$ cat src/rtl/dpi_flow_ctx.sv
// Per-flow DFA context sequencer: restores a flow's matcher state before each packet,
// streams bytes, saves the final state back. Optional feature macro: DPI_FLOW_CTX_CLR_EN.
module dpi_flow_ctx #(
    parameter int FLOW_W  = 4,
    parameter int STATE_W = 11,
    parameter int OFS_W   = 16
) (
    input  logic               clk,
    input  logic               rst,
    input  logic               pkt_vld,
    output logic               pkt_rdy,
    input  logic [7:0]         pkt_data,
    input  logic               pkt_sop,
    input  logic               pkt_eop,
    input  logic [FLOW_W-1:0]  pkt_flow,
    output logic [7:0]         char_out,
    output logic               char_out_vld,
    output logic [STATE_W-1:0] state_load,
    output logic               state_load_vld,
    input  logic [STATE_W-1:0] mtch_state,
    input  logic               mtch_accept,
    output logic               match_vld,
    output logic [FLOW_W-1:0]  match_flow,
    output logic [OFS_W-1:0]   match_offset,
    output logic [15:0]        drop_cnt,
`ifdef DPI_FLOW_CTX_CLR_EN
    input  logic               ctx_clr,
    input  logic [FLOW_W-1:0]  ctx_clr_flow,
`endif
    output logic [1:0]         dbg_state
);

    localparam int CTX_N = 2 ** FLOW_W;

    // Handshake: a beat transfers on a cycle where pkt_vld & pkt_rdy at the rising edge;
    // pkt_rdy may depend combinationally on pkt_vld/pkt_sop, pkt_vld must not depend on pkt_rdy.
    typedef enum logic [1:0] {
        S_IDLE   = 2'd0,
        S_LOAD   = 2'd1,
        S_STREAM = 2'd2,
        S_SAVE   = 2'd3
    } state_t;

    state_t              state_q, state_d;
    logic [FLOW_W-1:0]   cur_flow_q, cur_flow_d;
    logic                first_beat_q, first_beat_d;
    logic [OFS_W-1:0]    offset_q, offset_d;
    logic [STATE_W-1:0]  ctx_q [CTX_N];
    logic [15:0]         drop_cnt_q;
    logic                match_vld_q;
    logic [FLOW_W-1:0]   match_flow_q;
    logic [OFS_W-1:0]    match_offset_q;

    logic                stream_hold;
    logic                save_en;
    logic                drop_inc;
    logic                accept_hit;
    logic [STATE_W-1:0]  load_val;

    // A sop arriving mid-packet means the previous packet lost its eop: close it out first.
    assign stream_hold = pkt_vld & pkt_sop & ~first_beat_q;
    assign drop_inc    = (state_q == S_IDLE) & pkt_vld & ~pkt_sop;
    assign accept_hit  = char_out_vld & mtch_accept;

`ifdef DPI_FLOW_CTX_CLR_EN
    assign load_val = (ctx_clr && (ctx_clr_flow == cur_flow_q)) ? '0 : ctx_q[cur_flow_q];
`else
    assign load_val = ctx_q[cur_flow_q];
`endif

    always_comb begin
        state_d        = state_q;
        cur_flow_d     = cur_flow_q;
        first_beat_d   = first_beat_q;
        offset_d       = offset_q;
        pkt_rdy        = 1'b0;
        char_out       = '0;
        char_out_vld   = 1'b0;
        state_load     = '0;
        state_load_vld = 1'b0;
        save_en        = 1'b0;
        case (state_q)
            S_IDLE: begin
                pkt_rdy = pkt_vld & ~pkt_sop;
                if (pkt_vld && pkt_sop) begin
                    cur_flow_d = pkt_flow;
                    state_d    = S_LOAD;
                end
            end
            S_LOAD: begin
                state_load     = load_val;
                state_load_vld = 1'b1;
                first_beat_d   = 1'b1;
                offset_d       = '0;
                state_d        = S_STREAM;
            end
            S_STREAM: begin
                pkt_rdy      = ~stream_hold;
                char_out     = pkt_data;
                char_out_vld = pkt_vld & ~stream_hold;
                if (stream_hold) begin
                    state_d = S_SAVE;
                end else if (pkt_vld) begin
                    first_beat_d = 1'b0;
                    if (offset_q != '1) begin
                        offset_d = offset_q + OFS_W'(1);
                    end
                    if (pkt_eop) begin
                        state_d = S_SAVE;
                    end
                end
            end
            S_SAVE: begin
                save_en = 1'b1;
                state_d = S_IDLE;
            end
            default: state_d = S_IDLE;
        endcase
    end

    always_ff @(posedge clk) begin
        if (rst) begin
            state_q      <= S_IDLE;
            cur_flow_q   <= '0;
            first_beat_q <= 1'b0;
            offset_q     <= '0;
        end else begin
            state_q      <= state_d;
            cur_flow_q   <= cur_flow_d;
            first_beat_q <= first_beat_d;
            offset_q     <= offset_d;
        end
    end

    // Clear is written after the save so it takes priority on the same entry.
    always_ff @(posedge clk) begin
        if (rst) begin
            for (int i = 0; i < CTX_N; i++) begin
                ctx_q[i] <= '0;
            end
        end else begin
            if (save_en) begin
                ctx_q[cur_flow_q] <= mtch_state;
            end
`ifdef DPI_FLOW_CTX_CLR_EN
            if (ctx_clr) begin
                ctx_q[ctx_clr_flow] <= '0;
            end
`endif
        end
    end

    always_ff @(posedge clk) begin
        if (rst) begin
            drop_cnt_q <= '0;
        end else if (drop_inc && (drop_cnt_q != 16'hFFFF)) begin
            drop_cnt_q <= drop_cnt_q + 16'd1;
        end
    end

    always_ff @(posedge clk) begin
        if (rst) begin
            match_vld_q    <= 1'b0;
            match_flow_q   <= '0;
            match_offset_q <= '0;
        end else begin
            match_vld_q <= accept_hit;
            if (accept_hit) begin
                match_flow_q   <= cur_flow_q;
                match_offset_q <= offset_q;
            end
        end
    end

    assign match_vld    = match_vld_q;
    assign match_flow   = match_flow_q;
    assign match_offset = match_offset_q;
    assign drop_cnt     = drop_cnt_q;
    assign dbg_state    = state_q;

endmodule

$ cat config.mk
export PLATFORM = sky130hd
export DESIGN_NAME = dpi_flow_ctx
export DESIGN_NICKNAME = d
export VERILOG_FILES = /design/src/rtl/dpi_flow_ctx.sv
export SDC_FILE = /design/constraint.sdc
export NUM_CORES = 1
export LEC_CHECK = 0
export BUFFER_PORTS_ARGS = -buffer_cell sky130_fd_sc_hd__buf_2
export CAP_MARGIN = 10
export CORE_MARGIN = 2
export CORE_UTILIZATION = 25
export CTS_BUF_LIST = sky130_fd_sc_hd__clkbuf_8
export CTS_CLUSTER_DIAMETER = 30
export CTS_CLUSTER_SIZE = 16
export DETAILED_ROUTE_END_ITERATION = 12
export GPL_ROUTABILITY_DRIVEN = 0
export MAX_ROUTING_LAYER = met4
export PLACE_DENSITY = 0.43
export SETUP_SLACK_MARGIN = 0.02
export SLEW_MARGIN = 20
export SYNTH_ARGS = -nofsm -noshare
export SYNTH_HDL_FRONTEND = slang
export SYNTH_SLANG_ARGS = --single-unit
$ cat constraint.sdc
create_clock -name clk -period 5.1 [get_ports clk]
set_input_delay 0.255 -clock clk [delete_from_list [all_inputs] [get_ports clk]]
set_output_delay 0.255 -clock clk [all_outputs]
set_load 0.01 [all_outputs]
==> results.json <==
{
  "leakage_uw": 0.00512,
  "hold_start": "mtch_accept",
  "die_w_um": 216,
  "ys.flop_type": "edfxtp_1",
  "drive_above_1_share_pct": 25.8,
  "grt_max_degree": 45,
  "yosys_warnings": 0,
  "synth_edf_count": 176,
  "met3_usage_pct": 2.91,
  "overflow": 0,
  "grt.busiest_layer": "met2",
  "wl_per_cell_um": 19.2,
  "area_delta_synth_final_pct": 21.9,
  "p_int_uw": 4120,
  "synth_area_per_cell_um2": 12.2,
  "port_buffers": 89,
  "p_sw_share_pct": 25.5,
  "clockPowerShare_pct": 49.3,
  "critPathMaxFanout": 44,
  "synth_cells": 925,
  "core_um2": 44300,
  "worstPathRequired_ns": 4.85,
  "max_freq_mhz": 290,
  "slew_headroom_pct": 36.0,
  "ant_nets": 0,
  "setup_viol": 0,
  "finalNonFillerCells": 1666,
  "cts.path.max_buffers": 3,
  "p_sw_uw": 1410,
  "syn_nets": 961,
  "powerDensity_nw_per_um2": 403,
  "post-route-cell-area_um2": 13700,
  "final_min_period_over_clock_period_pct": 67.6,
  "start_util_pct": 25.4,
  "vias": 7506,
  "drc_errors": 0,
  "clk_latency_ns": 0.62,
  "startpoint_type": "register",
  "final_nets": 1062,
  "cts_buffers": 58,
  "skew_ns": 0.0395,
  "dieArea_um2": 46700,
  "finalCriticalPeriod_ns": 3.45,
  "clockRootBuffer": "clkbuf_8",
  "dr.pass1.iters": 5,
  "seq_area_um2": 6570,
  "syn_area_um2": 11200,
  "regToRegStartpoint": "dbg_state[0]",
  "rows": 77,
  "drt_wl_total_mm": 32.0,
  "cap_violations": 0,
  "use_met1_pct": 19.6,
  "final-hold-violation-count": 0,
  "dp_hpwl_mm": 20.3,
  "worstSetupEndpointType": "output pin",
  "avgViaCountPerCell": 4.51,
  "dp_cells": 1553,
  "ys_types": 55,
  "ys_ff_latch": 240,
  "drv_slew": 0,
  "arrival_ns": 3.19,
  "grt_first_pass_wirelength_mm": 48.9,
  "worst_pin_slew_ns": 0.960,
  "async_flop_share_pct": 0,
  "antenna_cells": 0,
  "gr-usage-met2_pct": 20.9,
  "cts_tree": "done",
  "postCtsSetupBuffers": 0,
  "fp.dieH_um": 216,
  "placed_cell_area_um2": 12300,
  "multiInputGateArea_um2": 4380,
  "ys_seq_area_share_pct": 58.4,
  "outcome": "finished clean",
  "first_iter_violations": 497,
  "worst-setup-path-type": "reg2out",
  "hold_class": "in2reg",
  "grt_usage_pct": 14.2,
  "n_fill_cell": 4566,
  "pwr-share-seq_pct": 40.5,
  "cts_max_level": 2,
  "path_clk_slew_ns": 0.07,
  "grt_pass1_vias": 7859,
  "reg2reg_setup_slack_ns": 2.07,
  "cts_sinks": 240,
  "setup_tns_ns": 0,
  "pin_count": 90,
  "antenna_found_initial": 0,
  "rsz0062_at_grt": "no",
  "ir_drop_uv": 281,
  "combPwrFrac_pct": 10.2
}
critical path: stages (launching register included):
cell and delay [ns]:
dfxtp_4 0.94, buf_4 0.41, mux4_2 0.53, mux2_2 0.27
o211a_1 0.26, buf_2 0.16
timing repair:
item                      in CTS  in global routing
hold endpoints to repair       8                  0
hold buffers                   5                  0
resized for setup              0                  0
sequential cells by signal, summed over array words and instances, names as in the netlist, named ones only:
signal and cells:
dbg_state 2, drop_cnt 16, match_vld 1, first_beat_q 1, ctx_q 176, cur_flow_q 4
match_flow 4, match_offset 16, offset_q 16
cells in the mapped netlist (4+ instances only):
cell type	count	area (um2)
edfxtp_1	176	5290
and2_1	185	1160
ha_1	7	87.6
buf_2	11	55.1
o21bai_1	4	30.0
a21oi_1	44	220
nor4_1	7	43.8
nand4_1	7	43.8
o211ai_1	4	30.0
or2_2	18	113
nor3_1	13	65.1
inv_1	9	33.8
nor2_1	44	165
nand2_1	53	199
mux2_2	20	225
clkbuf_1	48	180
a21boi_0	6	45.0
nand3_1	41	205
nand2b_1	5	31.3
mux4_2	32	721
dfxtp_1	64	1280
a211oi_1	6	45.0
mux2i_1	29	290
a31oi_1	6	37.5
o21ai_0	16	80.1
o211a_1	6	60.1
and3_1	5	31.3
or3_1	5	31.3
xnor2_1	11	96.3
a22oi_1	5	37.5
buf_1	4	15.0
layout make-up:
class	count	share of cell area [%]
Clock buffer	62	6.23
Inverter	9	0.246
Sequential cell	240	47.9
Multi-Input combinational cell	609	31.9
Timing Repair Buffer	108	4.38
Tap cell	592	5.40
Clock inverter	46	3.85
layout by cell type (no fill, tap or decap), types with 11 or more instances in the layout:
cell / count
mux2_2: 20
dfxtp_1: 62
buf_4: 14
o21ai_0: 16
bufinv_16: 12
a21oi_1: 44
buf_2: 89
nand2_1: 53
or2_2: 18
edfxtp_1: 176
xnor2_1: 11
mux2i_1: 29
clkbuf_8: 62
clkinv_2: 14
and2_1: 185
mux4_2: 32
nand3_1: 41
nor2_1: 44
inv_1: 17
power groups by stage:
| stage | Sequential [uW] | Clock [uW] | Combinational (uW) |
|---|---|---|---|
| final | 2240 | 2720 | 565 |
| after global routing | 2250 | 2890 | 618 |
| after CTS | 2240 | 2790 | 572 |
| after detailed placement | 2280 | 0 | 567 |
| after global placement | 2280 | 0 | 567 |
| after floorplan | 2230 | 0 | 390 |
path summary, 6_finish.rpt:
path / end / cells past startpoint
max: state_load[6] / 5
min: match_offset[14] / 3
max reg2reg: match_offset[15] / 8
min reg2reg: match_offset[1] / 2
through the flow:
stage          util [%]  hold slack, ns  total power, uW  setup WS [ns]
2_1_floorplan         -           0.426             2620           3.10
6_report           30.9           0.104             5530           1.65
3_3_place_gp       27.7           0.445             2850           2.17
4_1_cts            30.9          0.0567             5600           1.55
3_5_place_dp       27.7           0.448             2850           2.06
5_1_grt            30.9          0.0910             5760           1.37
routing by layer:
layer  share of wire, %  vias to the layer above  wire [um]
li1                   -                     3569          -
met1                 49                     3679      15600
met2                 45                      192      14300
met3                4.4                       66       1400
met4                2.4                        0        760
met5                  0                        -          0
cells by family after synthesis:
kind of cell    synth area share (%)
fa+ha+maj                      0.779
xor+xnor                       0.857
flops                           58.4
buf+inv                         2.80
mux                             11.0
simple gates                    19.8
compound gates                  6.40
(Power assumes the default switching activity.)
